[src/rtl/cpu_irq_remap_ctrl_if.sv]
// uP (pi) register bus between the PicoBlaze port decoder and the
// interrupt / remap controller. The master drives address, strobes and
// write data; the slave returns registered read data.
interface cpu_irq_remap_ctrl_if;
    logic       pi_blk_sel;
    logic [3:0] pi_addr;
    logic       pi_wr_en;
    logic       pi_rd_en;
    logic [7:0] pi_wr_data;
    logic [7:0] pi_rd_data;

    modport master (
        output pi_blk_sel,
        output pi_addr,
        output pi_wr_en,
        output pi_rd_en,
        output pi_wr_data,
        input  pi_rd_data
    );

    modport slave (
        input  pi_blk_sel,
        input  pi_addr,
        input  pi_wr_en,
        input  pi_rd_en,
        input  pi_wr_data,
        output pi_rd_data
    );
endinterface

[src/rtl/cpu_irq_remap_ctrl.sv]
// Interrupt and remap-reset controller for the PicoBlaze subsystem.
// NUM_IRQ sources with per-source enable, level/edge mode and sticky
// pending bits behind the pi register bus, plus a sequencer that holds the
// CPU in reset for RESET_HOLD cycles around every program-memory remap.
// Optional feature macro CPU_IRQ_VECTOR_EN: adds the VECTOR register, the
// lowest-index priority capture on interrupt_ack and the ack-clear of the
// captured edge-mode pending bit. Without it, address 0x3 reads 0x00 and
// interrupt_ack only masks the interrupt line for one cycle.
module cpu_irq_remap_ctrl #(
    parameter int NUM_IRQ    = 3,
    parameter int RESET_HOLD = 3
) (
    input  logic                 clk,
    input  logic                 reset,
    input  logic [NUM_IRQ-1:0]   irq_src,
    output logic                 interrupt,
    input  logic                 interrupt_ack,
    cpu_irq_remap_ctrl_if.slave  pi,
    input  logic                 remap,
    output logic                 remap_out,
    output logic                 reset_over_remap
);

    localparam logic [3:0] ADDR_PENDING = 4'h0;
    localparam logic [3:0] ADDR_ENABLE  = 4'h1;
    localparam logic [3:0] ADDR_MODE    = 4'h2;
    localparam logic [3:0] ADDR_VECTOR  = 4'h3;
    localparam logic [3:0] ADDR_RAW     = 4'h4;

    // Bits at and above NUM_IRQ are held at zero so they read 0 and ignore
    // writes; the constant-zero flops are trimmed by synthesis.
    localparam logic [7:0] IRQ_MASK  = 8'((1 << NUM_IRQ) - 1);
    localparam logic [3:0] HOLD_LOAD = 4'(RESET_HOLD - 1);

    typedef enum logic {
        ST_IDLE,
        ST_HOLD
    } state_t;

    state_t     state;
    state_t     state_d;
    logic [3:0] cnt;
    logic [3:0] cnt_d;
    logic       ror_d;
    logic       remap_out_d;
    logic       remap_prev;
    logic       remap_evt;

    logic [7:0] irq_q;
    logic [7:0] irq_q_prev;
    logic [7:0] irq_edge;
    logic [7:0] pending;
    logic [7:0] pending_d;
    logic [7:0] enable;
    logic [7:0] mode;
    logic [7:0] irq_active;
    logic [7:0] w1c_mask;
    logic [7:0] ack_clr;
    logic [7:0] rd_mux;
    logic       wr_sel;
    logic       rd_sel;

    assign wr_sel     = pi.pi_blk_sel & pi.pi_wr_en;
    assign rd_sel     = pi.pi_blk_sel & pi.pi_rd_en;
    assign irq_edge   = irq_q & ~irq_q_prev;
    assign irq_active = pending & enable;
    assign w1c_mask   = (wr_sel && (pi.pi_addr == ADDR_PENDING)) ? pi.pi_wr_data : 8'h00;
    assign remap_evt  = remap ^ remap_prev;

    // Single synchroniser stage on the request lines plus the previous sample
    // used for rising-edge detection; pure data, so no reset needed.
    always_ff @(posedge clk) begin
        irq_q      <= 8'(irq_src);
        irq_q_prev <= irq_q;
    end

    // remap_prev follows remap even during reset so no event fires on exit.
    always_ff @(posedge clk) begin
        remap_prev <= remap;
    end

`ifdef CPU_IRQ_VECTOR_EN
    logic [7:0] vector;
    logic [2:0] ack_id;

    // Lowest set index wins; returns 0 for an all-zero input, the caller
    // decides validity separately.
    function automatic logic [2:0] lowest_set(input logic [7:0] v);
        logic [2:0] id;
        id = 3'd0;
        for (int i = 7; i >= 0; i--) begin
            if (v[i]) begin
                id = 3'(i);
            end
        end
        return id;
    endfunction

    // Priority encode the active sources for capture on acknowledge.
    always_comb begin
        ack_id = lowest_set(irq_active);
    end

    // Acknowledge retires the captured source only; mode is applied later.
    always_comb begin
        ack_clr = 8'h00;
        for (int i = 0; i < 8; i++) begin
            ack_clr[i] = interrupt_ack && irq_active[i] && (ack_id == 3'(i));
        end
    end

    // VECTOR captures {valid, id} on each acknowledge, 0x00 when nothing active.
    always_ff @(posedge clk) begin
        if (reset) begin
            vector <= 8'h00;
        end else if (interrupt_ack) begin
            vector <= (|irq_active) ? {5'b10000, ack_id} : 8'h00;
        end
    end
`else
    // Without the vector feature the acknowledge never clears pending bits.
    always_comb begin
        ack_clr = 8'h00;
    end
`endif

    // Per-bit pending update: the remap hold wipes everything; level bits
    // mirror the sample; edge bits give a new edge priority over any clear.
    always_comb begin
        pending_d = pending;
        for (int i = 0; i < 8; i++) begin
            if (state == ST_HOLD) begin
                pending_d[i] = 1'b0;
            end else if (!mode[i]) begin
                pending_d[i] = irq_q[i];
            end else if (irq_edge[i]) begin
                pending_d[i] = 1'b1;
            end else if (w1c_mask[i] || ack_clr[i]) begin
                pending_d[i] = 1'b0;
            end
        end
    end

    // Register read mux; unmapped addresses and absent registers read 0x00.
    always_comb begin
        rd_mux = 8'h00;
        case (pi.pi_addr)
            ADDR_PENDING: rd_mux = pending;
            ADDR_ENABLE:  rd_mux = enable;
            ADDR_MODE:    rd_mux = mode;
`ifdef CPU_IRQ_VECTOR_EN
            ADDR_VECTOR:  rd_mux = vector;
`endif
            ADDR_RAW:     rd_mux = irq_q;
            default:      rd_mux = 8'h00;
        endcase
    end

    // Register file, registered read port and the interrupt line. The line is
    // gated by the acknowledge (one-cycle mask) and by the next value of the
    // remap reset so it is never high while the CPU is held in reset.
    always_ff @(posedge clk) begin
        if (reset) begin
            pending       <= 8'h00;
            enable        <= IRQ_MASK;
            mode          <= 8'h00;
            interrupt     <= 1'b0;
            pi.pi_rd_data <= 8'h00;
        end else begin
            pending       <= pending_d & IRQ_MASK;
            interrupt     <= (|irq_active) && !interrupt_ack && !ror_d;
            pi.pi_rd_data <= rd_sel ? rd_mux : 8'h00;
            if (wr_sel && (pi.pi_addr == ADDR_ENABLE)) begin
                enable <= pi.pi_wr_data & IRQ_MASK;
            end
            if (wr_sel && (pi.pi_addr == ADDR_MODE)) begin
                mode <= pi.pi_wr_data & IRQ_MASK;
            end
        end
    end

    // Remap sequencer state register; remap_out tracks remap while in reset.
    always_ff @(posedge clk) begin
        if (reset) begin
            state            <= ST_IDLE;
            cnt              <= 4'd0;
            reset_over_remap <= 1'b0;
            remap_out        <= remap;
        end else begin
            state            <= state_d;
            cnt              <= cnt_d;
            reset_over_remap <= ror_d;
            remap_out        <= remap_out_d;
        end
    end

    // Remap sequencer next state: any event (re)loads the hold counter, and
    // the new remap level is passed on only as the hold expires.
    always_comb begin
        state_d     = state;
        cnt_d       = cnt;
        ror_d       = reset_over_remap;
        remap_out_d = remap_out;
        case (state)
            ST_IDLE: begin
                if (remap_evt) begin
                    state_d = ST_HOLD;
                    cnt_d   = HOLD_LOAD;
                    ror_d   = 1'b1;
                end
            end
            ST_HOLD: begin
                if (remap_evt) begin
                    cnt_d = HOLD_LOAD;
                end else if (cnt == 4'd0) begin
                    state_d     = ST_IDLE;
                    ror_d       = 1'b0;
                    remap_out_d = remap;
                end else begin
                    cnt_d = cnt - 4'd1;
                end
            end
            default: begin
                state_d = ST_IDLE;
                ror_d   = 1'b0;
            end
        endcase
    end

endmodule

[src/flat_wrapper.sv]
// flat-port wrapper written by rule: the top's interface ports become plain ports
module cpu_irq_remap_ctrl_flat 
#(
    parameter int NUM_IRQ    = 3,
    parameter int RESET_HOLD = 3
)
  (clk, reset, irq_src, interrupt, interrupt_ack, remap, remap_out, reset_over_remap, pi_pi_blk_sel, pi_pi_addr, pi_pi_wr_en, pi_pi_rd_en, pi_pi_wr_data, pi_pi_rd_data);
  cpu_irq_remap_ctrl_if pi_i ();
  input  logic clk;
  input  logic reset;
  input  logic [NUM_IRQ-1:0] irq_src;
  output logic interrupt;
  input  logic interrupt_ack;
  input  logic remap;
  output logic remap_out;
  output logic reset_over_remap;
  input wire logic [$bits(pi_i.pi_blk_sel)-1:0] pi_pi_blk_sel;
  input wire logic [$bits(pi_i.pi_addr)-1:0] pi_pi_addr;
  input wire logic [$bits(pi_i.pi_wr_en)-1:0] pi_pi_wr_en;
  input wire logic [$bits(pi_i.pi_rd_en)-1:0] pi_pi_rd_en;
  input wire logic [$bits(pi_i.pi_wr_data)-1:0] pi_pi_wr_data;
  output wire logic [$bits(pi_i.pi_rd_data)-1:0] pi_pi_rd_data;
  assign pi_i.pi_blk_sel = pi_pi_blk_sel;
  assign pi_i.pi_addr = pi_pi_addr;
  assign pi_i.pi_wr_en = pi_pi_wr_en;
  assign pi_i.pi_rd_en = pi_pi_rd_en;
  assign pi_i.pi_wr_data = pi_pi_wr_data;
  assign pi_pi_rd_data = pi_i.pi_rd_data;
  cpu_irq_remap_ctrl #(.NUM_IRQ(NUM_IRQ), .RESET_HOLD(RESET_HOLD)) u_core (.clk(clk), .reset(reset), .irq_src(irq_src), .interrupt(interrupt), .interrupt_ack(interrupt_ack), .pi(pi_i), .remap(remap), .remap_out(remap_out), .reset_over_remap(reset_over_remap));
endmodule
[config.mk]
export PLATFORM = sky130hd
export DESIGN_NAME = cpu_irq_remap_ctrl_flat
export DESIGN_NICKNAME = d
export VERILOG_FILES = /design/src/rtl/cpu_irq_remap_ctrl_if.sv /design/src/rtl/cpu_irq_remap_ctrl.sv /design/src/flat_wrapper.sv
export SDC_FILE = /design/constraint.sdc
export NUM_CORES = 1
export LEC_CHECK = 0
export BUFFER_PORTS_ARGS = -buffer_cell sky130_fd_sc_hd__buf_4
export CORE_MARGIN = 2
export CORE_UTILIZATION = 45
export DETAILED_ROUTE_END_ITERATION = 8
export PLACE_DENSITY = 0.7
export SYNTH_ARGS = -nofsm -noshare
export SYNTH_HDL_FRONTEND = slang
export SYNTH_SLANG_ARGS = --single-unit
[constraint.sdc]
create_clock -name clk -period 2.46 [get_ports clk]
set_clock_uncertainty 0.1 [all_clocks]
set_input_delay 0.492 -clock clk [delete_from_list [all_inputs] [get_ports clk]]
set_output_delay 0.492 -clock clk [all_outputs]
set_load 0.01 [all_outputs]
-- After elaboration in Yosys (flattened, before gate mapping)
Cells that the tools add are included.
- flip-flop bits (word level): 37
- bits of input ports: 22
- output and inout port bits: 11
- add/subtract/negate cells: 1
- bitwise operators: 8
- reductions and logical operators: 16
- eq/ne operators: 9
- multiplexer cells: 27
- operators with widths (kind ; number):
    case mux 8 bit (4 select lines) ; 1
    two-way mux 1 bit ; 19
    two-way mux 4 bit ; 3
    != test 3 x 2 -> 1 bit, second input constant ; 3
    bitwise AND 8 x 3 -> 8 bit ; 1
    zero test 4 bit ; 2
    case mux 4 bit (2 select lines) ; 1
    OR reduction 8 bit ; 1
    logical AND 1 bit ; 5
    equality test 4 x 1 -> 1 bit, second input constant ; 1
    equality test 4 x 2 -> 1 bit, second input constant ; 1
    equality test 4 x 3 -> 1 bit, second input constant ; 1
    case mux 1 bit (2 select lines) ; 2
    nonzero test 2 bit ; 2
    OR reduction 2 bit ; 2
    subtractor 4 x 1 -> 4 bit, second input constant ; 1
    bitwise AND 3 bit ; 1
    two-way mux 3 bit ; 1
    != test 3 bit, second input constant ; 1
    inverter 3 bit ; 1
    AND reduction 3 bit ; 1
    bitwise AND 1 bit ; 2
    zero test 1 bit ; 2
    != test 2 x 1 -> 1 bit, second input constant ; 1
    other kinds (4) ; 5

-- Logic depth before layout (Yosys ltp)
- word-level depth: 6
- mapped depth: 6
- depth with buffers taken out: 5

-- Least setup slack after synthesis
OpenSTA, ideal clock, no wires.
- kind: register -> register
- start point: register u_core.cnt[0]
- end point: register u_core.remap_out, enable pin
- library setup time: 0.293 ns
- required time: 2.067 ns
- buffers on the path: 1
- stages on the path, launching flop included: 7
- arrival: 1.454 ns
- setup slack: 0.613 ns
- period minus slack after synthesis: 1.847 ns
- cells stage by stage: dfxtp_1 -> inv_1 -> ha_1 -> or3b_1 -> buf_6 -> or3_4 -> nand2b_1
- word-level cells in the longest chain between the ends: 3
- RTL lines (what ; RTL line ; source):
    start: declaration ; cpu_irq_remap_ctrl.sv:42 ; logic [3:0] cnt;
    start signal: assignment ; cpu_irq_remap_ctrl.sv:191 ; cnt <= cnt_d;
    zero test 4 bit ; cpu_irq_remap_ctrl.sv:215 ; end else if (cnt == 4'd0) begin
    nonzero test 2 bit (no source line) ; -- ;
    AND reduction 3 bit (no source line) ; -- ;
    end signal: assignment ; cpu_irq_remap_ctrl.sv:188 ; remap_out <= remap;
    end signal: assignment ; cpu_irq_remap_ctrl.sv:193 ; remap_out <= remap_out_d;
    end: declaration ; cpu_irq_remap_ctrl.sv:20 ; output logic remap_out,
No other way between the ends.
A chain may end at the register's enable or synchronous reset.

-- Worst setup path in the final report
- start point: register u_core.cnt[0]
- end point: register u_core.interrupt
- word-level cells in the longest chain between the ends: 6
- RTL lines (what ; RTL line ; source):
    zero test 4 bit ; cpu_irq_remap_ctrl.sv:215 ;
    two-way mux 1 bit ; cpu_irq_remap_ctrl.sv:215 ;
    two-way mux 1 bit ; cpu_irq_remap_ctrl.sv:213 ; if (remap_evt) begin
    case mux 1 bit (2 select lines) ; cpu_irq_remap_ctrl.sv:204 ; case (state)
    zero test 1 bit ; cpu_irq_remap_ctrl.sv:171 ; interrupt <= (|irq_active) && !interrupt_ack && !ror_d;
    logical AND 1 bit ; cpu_irq_remap_ctrl.sv:171 ;
    end signal: assignment ; cpu_irq_remap_ctrl.sv:171 ;
    end: declaration ; cpu_irq_remap_ctrl.sv:16 ; output logic interrupt,
No other way between the ends.

==> results.cfg <==
[status]
status = completed

[sta]
max_slew_margin_pct = 65.9
hold_violations = 0
setup_slack_ps = 505
tightest_slew_ps = 505
setup_viol = 0
fmax_mhz = 511
slew_violations = 0
period_share_pct = 79.5
min_period_ps = 1960
fin_setup_tns_ps = 0
grt_setup_unrepaired = false

[clock_network]
holdBufCountCts = 0
post_cts_buffers = 0
cts.clk_slew.worst_paths_ps = 130
clk_latency_ps = 320
cts_root_buffer = clkbuf_4
ctsLongestPathBuffers = 2
cts_buffers = 3
clock_sinks = 27
cts_tree = yes
cts-resized-gates = 0
htreeDepth = 1

[critical_path]
critical_path.cell_chain = inv_1 > ha_1 > or3b_1 > or3_4 > a2111oi_4
cp.required_ps = 2600
arrival_ps = 2090
cp_max_fo = 8
r2r_cells = 5
endpoint_kind = register
critical_path.startpoint_type = register
rr_endpoint = u_core.interrupt
critPathTopFamily = simple AND/OR/NAND/NOR gates
rrSetupSlack_ps = 500
rr_startpoint = u_core.cnt[0]
crit_buf_inv = 1
critPathKind = reg -> reg
cpMaxStageDelayCell = or3b_1
slowest_delay_ps = 460

[hold_path]
hold_end = u_core.irq_q[1]
hold_path.class = in -> reg
hp-start = irq_src[1]
hold_depth = 1

[synth]
synth_async_sr_flop_share_pct = 0
synth_area_leader_cell = dfxtp_1
syn_area_sq_um = 1270
syn_avg_cell_area_sq_um = 9.60
synth_edf_count = 1
synth-main-ff-cell = dfxtp_1
ys_seq_area_share_pct = 43.4
synth_cells = 132
ys_ff_latch = 27
synthTopCellsByArea = dfxtp_1 (41%), and3b_1 (4.8%), a21oi_1 (3.9%)
yosys.area.top_type_share_pct = 41.1
synth-warning-count = 0
synth_cell_types = 37

[pwr]
power.total_uw = 779
p_per_area_nw_per_um2 = 542
leakage_uw = 0.000579
ir_drop_uv = 425

[job]
max_cap_violations = 0

[die]
std_cell_rows = 19
core_area_sq_um = 2710
initial_core_util_pct = 46.8
dieWidth_microns = 57.1
pin_count = 33
die_h_microns = 57.1
die_area_sq_um = 3260

[global_route]
grt_pass1_vias = 877
overflow = 0
grt_pass1_wl_mm = 3.95
antenna_found_initial = 0
grt_max_degree = 20
track_usage_pct = 15.7

[detailed_routing]
wl_per_cell_microns = 12.5
num_vias = 972
drt_pass1_iterations = 4
ant_nets = 0
vias_per_cell = 5.34
wirelength_mm = 2.27
drc = 0
initialDrtViolationCount = 39

[finish]
area_growth_pct = 13.4
final_layout_size_suffix_gt1_share_pct = 21.9
final_nets = 176
final_util_pct = 53.0
antennaDiodeCount = 0

[placement]
hpwl_mm = 1.71
gp_congestion = 0.779
pre_cts_ws_ps = 527
io_buffers = 22
[power breakdown]
part | total, uW | internal (uW) | switching (uW)
Clock | 184 | 63.6 | 120
Sequential | 473 | 460 | 13.3
Combinational | 122 | 58.7 | 63.3
Total | 779 | 582 | 197
[worst max-delay path by stage]
stage                              from          endpoint  cells after the start
after global routing      u_core.cnt[0]  u_core.interrupt                      5
final                     u_core.cnt[0]  u_core.interrupt                      5
after CTS                 u_core.cnt[0]  u_core.interrupt                      5
after detailed placement  u_core.cnt[0]  u_core.remap_out                      5
after global placement    u_core.cnt[0]  u_core.remap_out                      5
after floorplan           u_core.cnt[0]  u_core.remap_out                      6
[cells in the mapped netlist (all sizes together) (2+ instances only)]
library cell,count
nor3,2
a21oi,10
o21ai,9
ha,2
o311ai,3
nand2b,5
nand2,10
nand3,5
and3b,7
nor2,8
nor4bb,2
a211oi,4
or3,2
inv,4
mux2i,3
a21o,2
buf,7
dfxtp,26
clkbuf,4
mux2,3
[cell type report]
| cell class | instances | area [sq um] |
|---|---|---|
| Clock buffer | 4 | 26.3 |
| Fill cell | 257 | 1270 |
| Inverter | 4 | 15.0 |
| Multi-Input combinational cell | 94 | 642 |
| Sequential cell | 27 | 551 |
| Tap cell | 31 | 38.8 |
| Timing Repair Buffer | 22 | 165 |
[cell usage in the layout, fill, tap and decap left out, types with 3 or more instances in the layout]
| cell | netlist | layout |
|---|---|---|
| a211oi_1 | 4 | 4 |
| a21oi_1 | 10 | 10 |
| and3b_1 | 7 | 7 |
| buf_4 | 5 | 22 |
| clkbuf_4 | 0 | 3 |
| conb_1 | 1 | 5 |
| dfxtp_1 | 26 | 26 |
| inv_1 | 4 | 4 |
| mux2_2 | 3 | 3 |
| mux2i_1 | 3 | 3 |
| nand2_1 | 10 | 10 |
| nand2b_1 | 5 | 5 |
| nand3_1 | 5 | 5 |
| nor2_1 | 8 | 8 |
| o21ai_0 | 6 | 6 |
| o21ai_1 | 3 | 3 |
| o311ai_0 | 3 | 3 |
[metrics by stage]
| stage | hold slack [ps] | std cells | instance area (sq um) |
|---|---|---|---|
| 3_3_place_gp | 259 | 178 | 1410 |
| 3_5_place_dp | 264 | 178 | 1410 |
| 4_1_cts | 148 | 182 | 1440 |
| 2_1_floorplan | 244 | 136 | 1280 |
| 6_report | 164 | 182 | 1440 |
| 5_1_grt | 132 | 182 | 1440 |
[sequential cells by signal, summed over array words and instances (netlist names)]
| register | flops |
|---|---|
| u_core.interrupt | 1 |
| u_core.irq_q_prev | 3 |
| u_core.cnt | 4 |
| u_core.pi.pi_rd_data | 3 |
| u_core.remap_out | 1 |
| u_core.enable | 3 |
| u_core.state | 1 |
| u_core.irq_q | 3 |
| u_core.reset_over_remap | 1 |
| u_core.remap_prev | 1 |
| u_core.pending | 3 |
| u_core.mode | 3 |
[routing by layer]
layer	up-vias	track usage, %	routed length [microns]
li1	498	-	-
met1	437	22.0	1110
met2	32	22.8	966
met3	5	4.08	145
met4	0	6.98	46
met5	-	0	0
[logic make-up (layout without fill, tap and decap cells)]
family	after synthesis	count (layout)	synth area share (%)
AO/OA/AOI/OAI	30	30	16.1
XOR/XNOR	2	2	1.97
adder cells (fa/ha/maj)	2	2	1.97
buffers and inverters	15	30	7.11
flip-flops	27	27	43.4
multiplexers	6	6	5.03
other	1	5	0.296
AND/OR/NAND/NOR	49	49	24.1
(Power assumes the default switching activity.)
